<file path="config.mk">
export PLATFORM = sky130hd
export DESIGN_NAME = if_fetch
export DESIGN_NICKNAME = d
export VERILOG_FILES = /design/src/rtl/if_fetch_pkg.sv /design/src/rtl/if_fetch_out_buf.sv /design/src/rtl/if_fetch.sv
export SDC_FILE = /design/constraint.sdc
export NUM_CORES = 1
export LEC_CHECK = 0
export ABC_CLOCK_PERIOD_IN_PS = 2500
export BUFFER_PORTS_ARGS = -buffer_cell sky130_fd_sc_hd__buf_4
export CAP_MARGIN = 20
export CORE_UTILIZATION = 35
export CTS_BUF_LIST = sky130_fd_sc_hd__clkbuf_8
export DETAILED_ROUTE_END_ITERATION = 8
export PLACE_DENSITY = 0.62
export SYNTH_ARGS = -nofsm -noshare
export SYNTH_HDL_FRONTEND = slang
export SYNTH_SLANG_ARGS = --single-unit
</file>
<file path="constraint.sdc">
create_clock -name clk -period 2.5 [get_ports clk]
set_clock_uncertainty 0.15 [all_clocks]
set_input_delay 0.5 -clock clk [delete_from_list [all_inputs] [get_ports clk]]
set_output_delay 0.5 -clock clk [all_outputs]
set_load 0.005 [all_outputs]
</file>
<file path="src/rtl/if_fetch_pkg.sv">
// Shared definitions for the instruction-fetch stage.
//   NOP_INST      : encoding loaded into the IF/ID instruction slot on reset
//   PC_STEP       : byte increment between sequential fetches
//   fetch_state_e : fetch FSM encoding (REQ may request, WAIT has one outstanding)
package if_fetch_pkg;

    localparam logic [31:0] NOP_INST = 32'h0000_0013;
    localparam logic [31:0] PC_STEP  = 32'd4;

    typedef enum logic {
        FETCH_REQ  = 1'b0,
        FETCH_WAIT = 1'b1
    } fetch_state_e;

endpackage

</file>
<file path="src/rtl/if_fetch_out_buf.sv">
// One-entry output buffer feeding the IF/ID pipeline register.
//   clk, rst      : clock, synchronous active-high reset
//   flush         : redirect from EX; drops the buffered instruction
//   hold          : downstream stop; buffered instruction is neither consumed nor changed
//   capture       : live instruction returned by memory this cycle
//   capture_pc    : PC of the captured instruction
//   capture_inst  : captured instruction word
//   valid/pc/inst : registered buffer contents
module if_out_buf
    import if_fetch_pkg::*;
(
    input  logic        clk,
    input  logic        rst,
    input  logic        flush,
    input  logic        hold,
    input  logic        capture,
    input  logic [31:0] capture_pc,
    input  logic [31:0] capture_inst,
    output logic        valid,
    output logic [31:0] pc,
    output logic [31:0] inst
);

    // Priority: flush > capture > consume. A capture never meets a held
    // live entry, because no request is issued while valid && hold.
    always_ff @(posedge clk) begin
        // NOTE: sequential state uses non-blocking assignments so every
        // register samples pre-edge values, independent of block ordering.
        if (rst) begin
            valid <= 1'b0;
            pc    <= 32'h0000_0000;
            inst  <= NOP_INST;
        end else if (flush) begin
            valid <= 1'b0;
        end else if (capture) begin
            valid <= 1'b1;
            pc    <= capture_pc;
            inst  <= capture_inst;
        end else if (valid && !hold) begin
            valid <= 1'b0;
        end
    end

endmodule

</file>
<file path="src/rtl/if_fetch.sv">
// Instruction-fetch stage: owns the PC, keeps a single request outstanding
// to instruction memory (req/gnt/rvalid) and buffers one fetched instruction
// for the IF/ID register.
//   clk, rst       : clock, synchronous active-high reset
//   stop           : downstream hold of the output buffer
//   redirect       : taken branch/jump from EX; redirect_pc is the new target
//   imem_req/addr  : memory request and address (combinational from state/pc)
//   imem_gnt       : request accepted this cycle
//   imem_rvalid    : read data valid, imem_rdata the instruction word
//   if_valid/pc/inst : registered instruction presented to IF/ID
module if_fetch #(
    parameter logic [31:0] RESET_PC = 32'h0000_0000,
    parameter logic [31:0] PC_STEP  = if_fetch_pkg::PC_STEP
) (
    input  logic        clk,
    input  logic        rst,
    input  logic        stop,
    input  logic        redirect,
    input  logic [31:0] redirect_pc,
    output logic        imem_req,
    output logic [31:0] imem_addr,
    input  logic        imem_gnt,
    input  logic        imem_rvalid,
    input  logic [31:0] imem_rdata,
    output logic        if_valid,
    output logic [31:0] if_pc,
    output logic [31:0] if_inst
);
    import if_fetch_pkg::*;

    fetch_state_e state;
    logic         kill;      // outstanding response must be discarded
    logic [31:0]  pc;
    logic [31:0]  req_pc;    // PC of the request currently outstanding

    logic slot_free;
    logic grant;
    logic capture;
    logic outstanding_next;

    assign slot_free = !if_valid || !stop;
    assign imem_req  = !rst && (state == FETCH_REQ) && slot_free && !redirect;
    assign imem_addr = pc;
    assign grant     = imem_req && imem_gnt;
    assign capture   = (state == FETCH_WAIT) && imem_rvalid && !kill;

    // A response is still owed to us after this edge if we were waiting and
    // it did not arrive, a stale one (kill in REQ, left by a reset) has not
    // arrived yet, or a new grant just happened.
    assign outstanding_next = (((state == FETCH_WAIT) || kill) && !imem_rvalid) || grant;

    always_ff @(posedge clk) begin
        if (rst) begin
            state  <= FETCH_REQ;
            pc     <= RESET_PC;
            req_pc <= RESET_PC;
            // A response still in flight across reset is stale.
            kill   <= ((state == FETCH_WAIT) || kill) && !imem_rvalid;
        end else begin
            unique case (state)
                FETCH_REQ: begin
                    if (grant) begin
                        state  <= FETCH_WAIT;
                        req_pc <= pc;
                    end
                end
                FETCH_WAIT: begin
                    if (imem_rvalid) state <= FETCH_REQ;
                end
                default: state <= FETCH_REQ;
            endcase

            // A stale response arriving in REQ only clears kill; its data
            // is never captured.
            if (redirect) kill <= outstanding_next;
            else          kill <= kill && !imem_rvalid;

            if (redirect)   pc <= redirect_pc;
            else if (grant) pc <= pc + PC_STEP;
        end
    end

    if_out_buf u_out_buf (
        .clk          (clk),
        .rst          (rst),
        .flush        (redirect),
        .hold         (stop),
        .capture      (capture),
        .capture_pc   (req_pc),
        .capture_inst (imem_rdata),
        .valid        (if_valid),
        .pc           (if_pc),
        .inst         (if_inst)
    );

endmodule
</file>
# After elaboration in Yosys (flattened, before gate mapping)
# Cells that the tools add are included.
op_classes:
  addsub: 1
  n_mul: 0
  n_mux: 9
  n_lt_le_gt_ge: 0
  n_div: 0
  n_reduce_logical: 23
  eq_ne: 0
  n_bitwise: 2
  shifts: 0
op_table:
  columns: ["op", "count"]
  rows:
  - ["$mux 32", 2]
  - ["$add 32x3->32 const B", 1]
  - ["$logic_and 1x1->1", 9]
  - ["$logic_not 1->1", 6]
  - ["$mux 1", 6]
  - ["$reduce_and 2->1", 2]
  - ["$reduce_bool 2->1", 2]
  - ["$logic_or 1x1->1", 3]
  - ["$not 1->1", 2]
  - ["$pmux 1 s2", 1]
  - ["$reduce_or 2->1", 1]
word_totals:
  mem_bits_ro: 0
  output_inout_bits: 98
  register_bits: 131
  memories: 0
  elab_cells: 42
  ram_bits: 0
  latchBits: 0

# Depth between registers and ports, before layout
# Gate-level depths: netlist of run 1.
depth:
  word_depth: 8
  depth_mapped: 8
  mapped_depth_nobuf: 6

# By module
# From an unflattened synthesis of run 1, not the netlist that was laid out.
hier_totals:
  cells_unflattened: 675
  area_unflattened_um2: 6170.9
modules_own_cells:
  columns: ["mod", "cells_each", "seq_area_each_um2", "instances", "area_per_inst_um2"]
  rows:
  - ["if_out_buf", 293, 1301.2, 1, 3086.7]
  - ["if_fetch", 382, 1321.3, 1, 3084.2]

# Least setup slack after synthesis of run 1
# OpenSTA, ideal clock, no wires.
synth_path:
  path_kind: "input to register"
  from: "input port rst"
  to: "register pc[23], in the netlist imem_addr[23]"
  setup_slack_ps: 433
  setup_ps: 74
  arrival_time_ps: 1843
  t_required_ps: 2276
  path_buffers: 3
  stages: 8
  path_cell_list: "buf_6 -> a2111oi_4 -> and2_1 -> buf_6 -> buf_6 -> nand2_1 -> mux2_2 -> o21ai_0"
synth_between:
  elab_chain_cells: 6
synth_rtl:
  columns: ["element", "line", "source"]
  rows:
  - ["start, declared", "if_fetch.sv:16", "input logic rst,"]
  - ["$logic_not 1->1", "if_fetch.sv:42", "assign imem_req = !rst && (state == FETCH_REQ) && slot_free && !redirect;"]
  - ["$logic_and 1x1->1 (3 in a row)", "if_fetch.sv:42", null]
  - ["net imem_req", "if_fetch.sv:20", "output logic imem_req,"]
  - ["$logic_and 1x1->1", "if_fetch.sv:44", "assign grant = imem_req && imem_gnt;"]
  - ["$reduce_bool 2->1 (no source line)", null, null]
  - ["end signal, assigned", "if_fetch.sv:78", "if (redirect) pc <= redirect_pc;"]
  - ["end signal, assigned", "if_fetch.sv:79", "else if (grant) pc <= pc + PC_STEP;"]
  - ["end, declared", "if_fetch.sv:33", "logic [31:0] pc;"]
# The timed path passes the listed nets, and every way through them passes these cells.
# A chain may end at the register's enable or synchronous reset.

# Final worst setup path of run 1
layout_path:
  from: "register state"
  to: "output port imem_req"
layout_between:
  elab_chain_cells: 4
layout_rtl:
  columns: ["element", "line", "source"]
  rows:
  - ["start, declared", "if_fetch.sv:31", "fetch_state_e state;"]
  - ["start signal, assigned", "if_fetch.sv:54", "state <= FETCH_REQ;"]
  - ["start signal, assigned", "if_fetch.sv:63", "state <= FETCH_WAIT;"]
  - ["start signal, assigned", "if_fetch.sv:68", "if (imem_rvalid) state <= FETCH_REQ;"]
  - ["$not 1->1 (no source line)", null, null]
  - ["$logic_and 1x1->1 (3 in a row)", "if_fetch.sv:42", null]
  - ["end, declared", "if_fetch.sv:20", null]
# No other way between the ends.

==> run_results.csv, run 1 <==
group,metric,value,unit
finish,final_cell_mix,"nand2_1 (213), buf_4 (186), dfxtp_1 (131), a21oi_1 (111), clkbuf_8 (20)",
critical_path,startpoint,"state",
status,status,"finished, violations left",
detailed_routing,drt-initial-drc-count,365,
timing,layout_min_cycle_time,2239,ps
critical_path,endpoint_kind,"primary output",
clock_network,htree_levels,4,
power_and_ir_drop,power.total,4.682,mW
floorplanning,die_h,125.2,microns
min_path,min_path_type,"input pin to flop",
floorplanning,start_util,36.26,%
finish,syn_to_final_growth,36.66,%
timing,fin_crit_sh,89.56,%
finish,fin_nets,898,
clock_network,clock_latency,450,ps
global_routing,grt_max_degree,80,
status,violations,"design-rule violations",
timing,rsz0062_at_grt,"no",
timing,hold_viol_final,0,
logic_synthesis,ys_warn_count,0,
clock_network,cts_tree,"yes",
logic_synthesis,syn_avg_cell_area,7.973,sq um
floorplanning,dieArea,0.01567,sq mm
finish,final_common_cell,"nand2_1",
clock_network,cts_buffers,17,
floorplanning,die_w,125.2,microns
logic_synthesis,synth_nets,737,
timing,worst_pin_slew,808.8,ps
power_and_ir_drop,peakVddDrop,0.2906,mV
critical_path,path_max_fanout,6,
clock_network,cts_resized,0,
run,cap_viol_max_count,0,
floorplanning,core.rowCount,44,
detailed_routing,ant_nets,0,
logic_synthesis,synth.distinct_cells,40,
finish,antenna_cells,0,
timing,setup-violations-final,0,
min_path,hold_start,"imem_rvalid",
power_and_ir_drop,p_leak,2.852,nW
clock_network,clkTransAtPathRegs,70,ps
global_routing,grt_use_total,20.21,%
critical_path,startpoint_type,"flop",
floorplanning,core_area,0.01464,sq mm
global_routing,grt-ovfl-total,0,
clock_network,cts_root_buf,"clkbuf_8",
finish,drive_above_1_share,27.50,%
timing,fmax,446.6,MHz
detailed_routing,dr_total_vias,5220,
critical_path,worst-r2r-setup-slack,310,ps
logic_synthesis,syn-instance-count,666,
timing,slew_viol_final,0,
critical_path,crit_arrival,1590,ps
clock_network,cts_setup_buffers,0,
finish,postLayoutCoreUtil,49.56,%
detailed_routing,wl_per_cell,15.33,microns
floorplanning,io_pins,168,
logic_synthesis,synth.ff_latch_count,131,
critical_path,r2r-start,"imem_addr[2]",
global_routing,grt_pass1_vias,4900,
power_and_ir_drop,power_density,645.2,mW/mm^2
detailed_routing,drt_wl_total,15.70,mm
logic_synthesis,seq_area_frac_synth,49.39,%
placement,gp_congestion,0.8554,
placement,port_buffers,167,
logic_synthesis,netlist_area,0.005310,sq mm
timing,tns,0,ps
critical_path,critical_path_class,"flop to primary output",
detailed_routing,vias_per_cell,5.098,
global_routing,antenna_found_initial,0,
detailed_routing,dr.pass1.iters,7,
global_routing,grt_first_pass_wirelength,25.18,mm
detailed_routing,drc_errors,22,
critical_path,cp.required,1850,ps
placement,dp_hpwl,11.04,mm
clock_network,cts_num_sinks,131,
timing,relSlewSlack,46.08,%
clock_network,cts_buffer_depth,2,
clock_network,cts_hold_buf,0,
[through the flow]
stage / hold slack (ps) / cells / instance area (sq um) / setup WS (ps)
finish: 98.00 / 1024 / 7257 / 260.9
global route: 77.44 / 1024 / 7257 / 175.5
CTS: 70.77 / 1024 / 7257 / 225.9
detailed placement: 297.5 / 992 / 6780 / 99.83
global placement: 294.6 / 992 / 6780 / 162.5
floorplan: 282.1 / 666 / 5310 / 432.8
[sequential cells by signal, summed over array words and instances (netlist names)]
signal           cells
imem_addr           32
req_pc              32
u_out_buf.inst      32
u_out_buf.pc        32
kill                 1
state                1
u_out_buf.valid      1
[metal layers]
metal  global-route usage, %  share of wire (%)
met2                   30.40                 45
met3                   5.648                6.7
met1                   27.17                 46
met4                   8.321                2.4
met5                       0                  0
[cell type report]
class | instances | area [sq um]
timing repair buffer | 188 | 1436
inverter | 4 | 15.01
multi-input combinational | 485 | 2476
clock inverter | 12 | 201.4
tap | 184 | 230.2
sequential | 131 | 2623
fill | 1412 | 7387
clock buffer | 20 | 275.3
[logic make-up after synthesis]
family | share of synthesized area (%)
muxes | 1.390
DFF | 49.39
xor gates and xnor gates | 2.639
buffers and inverters | 4.194
AOI/OAI and AO/OA | 16.64
adders and majority gates | 0.2356
and+or+nand+nor | 25.52
[power breakdown]
part	internal (mW)	switching, mW	total [mW]
Sequential	2.13	0.0645	2.20
Combinational	0.188	0.180	0.368
Clock	1.27	0.850	2.12
[cell usage after synthesis]
cell type | instances | area [sq um]
a2111oi_4 | 1 | 27.53
nand4_4 | 1 | 21.27
o22ai_1 | 6 | 37.54
o31a_1 | 2 | 17.52
a22oi_1 | 3 | 22.52
nand4b_1 | 1 | 8.760
nand2_1 | 214 | 803.3
nor3_1 | 3 | 15.01
a32oi_1 | 2 | 17.52
dfxtp_1 | 131 | 2623
buf_4 | 3 | 22.52
mux2_2 | 3 | 33.78
and4_1 | 3 | 26.28
buf_2 | 1 | 5.000
a41oi_1 | 1 | 8.760
buf_6 | 3 | 33.78
nor2_1 | 20 | 75.07
a31oi_1 | 13 | 81.33
and2_1 | 11 | 68.82
nand3_1 | 12 | 60.06
xor2_1 | 11 | 96.34
clkbuf_1 | 39 | 146.4
nand3b_1 | 4 | 30.03
and3_1 | 7 | 43.79
mux2i_1 | 4 | 40.04
nor3_2 | 1 | 10.01
nor4_4 | 2 | 42.54
inv_1 | 3 | 11.26
a211oi_1 | 5 | 37.54
nand4_1 | 19 | 118.9
o21ai_0 | 11 | 55.05
ha_1 | 1 | 12.51
nand2b_1 | 4 | 25.02
clkinv_1 | 1 | 3.750
a21oi_1 | 111 | 555.5
o211ai_1 | 1 | 7.510
o21bai_1 | 1 | 7.510
o31ai_1 | 1 | 7.510
or3_1 | 1 | 6.260
xnor2_1 | 5 | 43.79
[final timing paths]
| kind | end | depth (start not counted) |
|---|---|---|
| min reg2reg | u_out_buf.pc[19] | 2 |
| min | kill | 2 |
| max | imem_req | 3 |
| max reg2reg | imem_addr[30] | 7 |
[critical path, cell delays in order (launching register included)]
cell,delay [ps]
dfxtp_1,370
a2111oi_4,430
buf_4,220
buf_4,120
Note: power is estimated with default switching activity, not from simulation.
==> inputs of run 2 (changes only) <==
- BUFFER_PORTS_ARGS: -buffer_cell sky130_fd_sc_hd__buf_4 -> unset
- DONT_BUFFER_PORTS: unset -> 1
- PLACE_DENSITY: 0.62 -> 0.53
==> run_results.csv, run 2 (synthesis results as in run 1) <==
group,metric,value,unit
status,status,"finished, violations left",
status,violations,"design-rule violations",
finish,postLayoutCoreUtil,42.57,%
global_routing,grtUsageMet3,8.173,%
detailed_routing,drc_errors,18,
finish,multi_input_area,0.002476,sq mm
floorplanning,core_area,0.01464,sq mm
timing,relSlewSlack,55.93,%
finish,fillers,1487,
finish,final_common_cell,"nand2_1",
critical_path,cp_num_cells,6,
floorplanning,core.rowCount,44,
min_path,hold_start,"imem_rdata[4]",
finish,drive_above_1_share,9.143,%
critical_path,critical_path_class,"flop to flop",
floorplanning,die_w,125.2,microns
detailed_routing,dr.pass1.iters,7,
detailed_routing,ant_nets,0,
timing,layout_min_cycle_time,2148,ps
critical_path,startpoint_type,"flop",
detailed_routing,dr_total_vias,4820,
placement,gp_congestion,0.8281,
power_and_ir_drop,peakVddDrop,0.3604,mV
min_path,min_path_type,"input pin to flop",
critical_path,critPathBufInv,2,
min_path,hold_end,"u_out_buf.inst[4]",
clock_network,cts_buffer_depth,2,
timing,hold_viol_final,0,
critical_path,worst-r2r-setup-slack,350,ps
clock_network,cts_tree,"yes",
floorplanning,die_h,125.2,microns
power_and_ir_drop,power.total,4.374,mW
timing,setup-violations-final,0,
global_routing,use_met2,32.17,%
power_and_ir_drop,p_leak,2.166,nW
global_routing,grt-ovfl-total,0,
floorplanning,start_util,36.26,%
critical_path,path_delay_family,"buffers and inverters",
global_routing,groute.layer.met1.usage,25.86,%
critical_path,slowest_delay,550,ps
clock_network,cts_root_buf,"clkbuf_8",
clock_network,clock_latency,440,ps
critical_path,ff2ff_path_depth,6,
critical_path,path_max_fanout,23,
finish,final-seq-area,0.002623,sq mm
finish,syn_to_final_growth,17.39,%
global_routing,grt_max_degree,99,
detailed_routing,wl_per_cell,18.32,microns
min_path,holdPathStages,2,
detailed_routing,drt_wl_total,16.20,mm
timing,fmax,465.5,MHz
finish,fin_nets,761,
placement,dp_hpwl,10.19,mm
global_routing,grt_first_pass_wirelength,25.34,mm
timing,fin_crit_sh,85.93,%
critical_path,crit_arrival,2380,ps
critical_path,critPathSlowestCell,"dlygate4sd3_1",
clock_network,clkTransAtPathRegs,70,ps
finish,antenna_cells,0,
clock_network,cts_resized,0,
clock_network,cts_buffers,17,
critical_path,endpoint_kind,"flop",
timing,rsz0062_at_grt,"no",
power_and_ir_drop,power_density,701.7,mW/mm^2
detailed_routing,vias_per_cell,5.452,
global_routing,antenna_found_initial,0,
global_routing,grt_pass1_vias,4706,
global_routing,busiest_layer,"met2",
clock_network,cts_num_sinks,131,
critical_path,cp.required,2730,ps
global_routing,grt_use_total,20.71,%
floorplanning,io_pins,168,
timing,worst_pin_slew,661.0,ps
clock_network,htree_levels,4,
placement,port_buffers,0,
finish,final_cell_mix,"nand2_1 (213), dfxtp_1 (131), a21oi_1 (111), dlygate4sd3_1 (26), buf_4 (24)",
timing,whs,37.57,ps
critical_path,r2r_end,"u_out_buf.pc[15]",
timing,slew_viol_final,0,
timing,tns,0,ps
run,cap_viol_max_count,0,
critical_path,r2r-start,"state",
detailed_routing,drt-initial-drc-count,317,
floorplanning,dieArea,0.01567,sq mm
critical_path,critical_path.cell_chain,"nand3_1 -> nor2_4 -> buf_4 -> nand2_1 -> a21oi_1 -> dlygate4sd3_1",
==> run 2: cell types whose count changed in the layout (fill, tap and decap cells not counted), sizes merged <==
cell and delta:
clkinv +1, clkbuf -1, dlygate4sd3 +26, clkinvlp -2
bufinv -1, buf -163
==> run 2: metal layers <==
| layer | part of all wire (%) | vias up |
|---|---|---|
| met4 | 1.6 | 0 |
| met1 | 44 | 2314 |
| met3 | 8.1 | 24 |
| li1 | - | 2309 |
| met5 | 0 | - |
| met2 | 46 | 173 |
==> run 2: how the worst max path moves through the flow <==
stage | startpoint | end | slack (ps)
floorplan | rst | imem_addr[23] | 430
global placement | stop | req_pc[3] | 300
detailed placement | stop | imem_addr[27] | 230
CTS | state | u_out_buf.pc[28] | 140
global route | state | u_out_buf.pc[15] | 150
finish | state | u_out_buf.pc[15] | 350
==> run 2: through the flow <==
stage / instance area (sq um) / setup WS [ps] / instances
final: 6233 / 351.6 / 884
after global routing: 6233 / 149.5 / 884
after CTS: 6183 / 141.9 / 878
after detailed placement: 5494 / 234.8 / 824
after global placement: 5494 / 304.7 / 824
after floorplan: 5310 / 432.8 / 666
==> run 2: final cells by class <==
type / instances / area share [%]
well taps: 184 / 3.693
clock buffers: 19 / 4.195
inverters: 4 / 0.2409
flip-flops and latches: 131 / 42.07
clock inverters: 10 / 2.569
repair buffers: 51 / 7.507
multi-input cells: 485 / 39.72
==> run 2: power by group <==
part / total, mW / internal [mW] / switching (mW)
Sequential: 2.20 / 2.13 / 0.0650
Clock: 1.94 / 1.12 / 0.823
Combinational: 0.233 / 0.0908 / 0.143
==> run 2: what timing repair did <==
item	in CTS	in global routing
hold buffers	25	2
endpoints found under the setup margin	0	7
buffers inserted	0	4
hold endpoints to repair	119	1
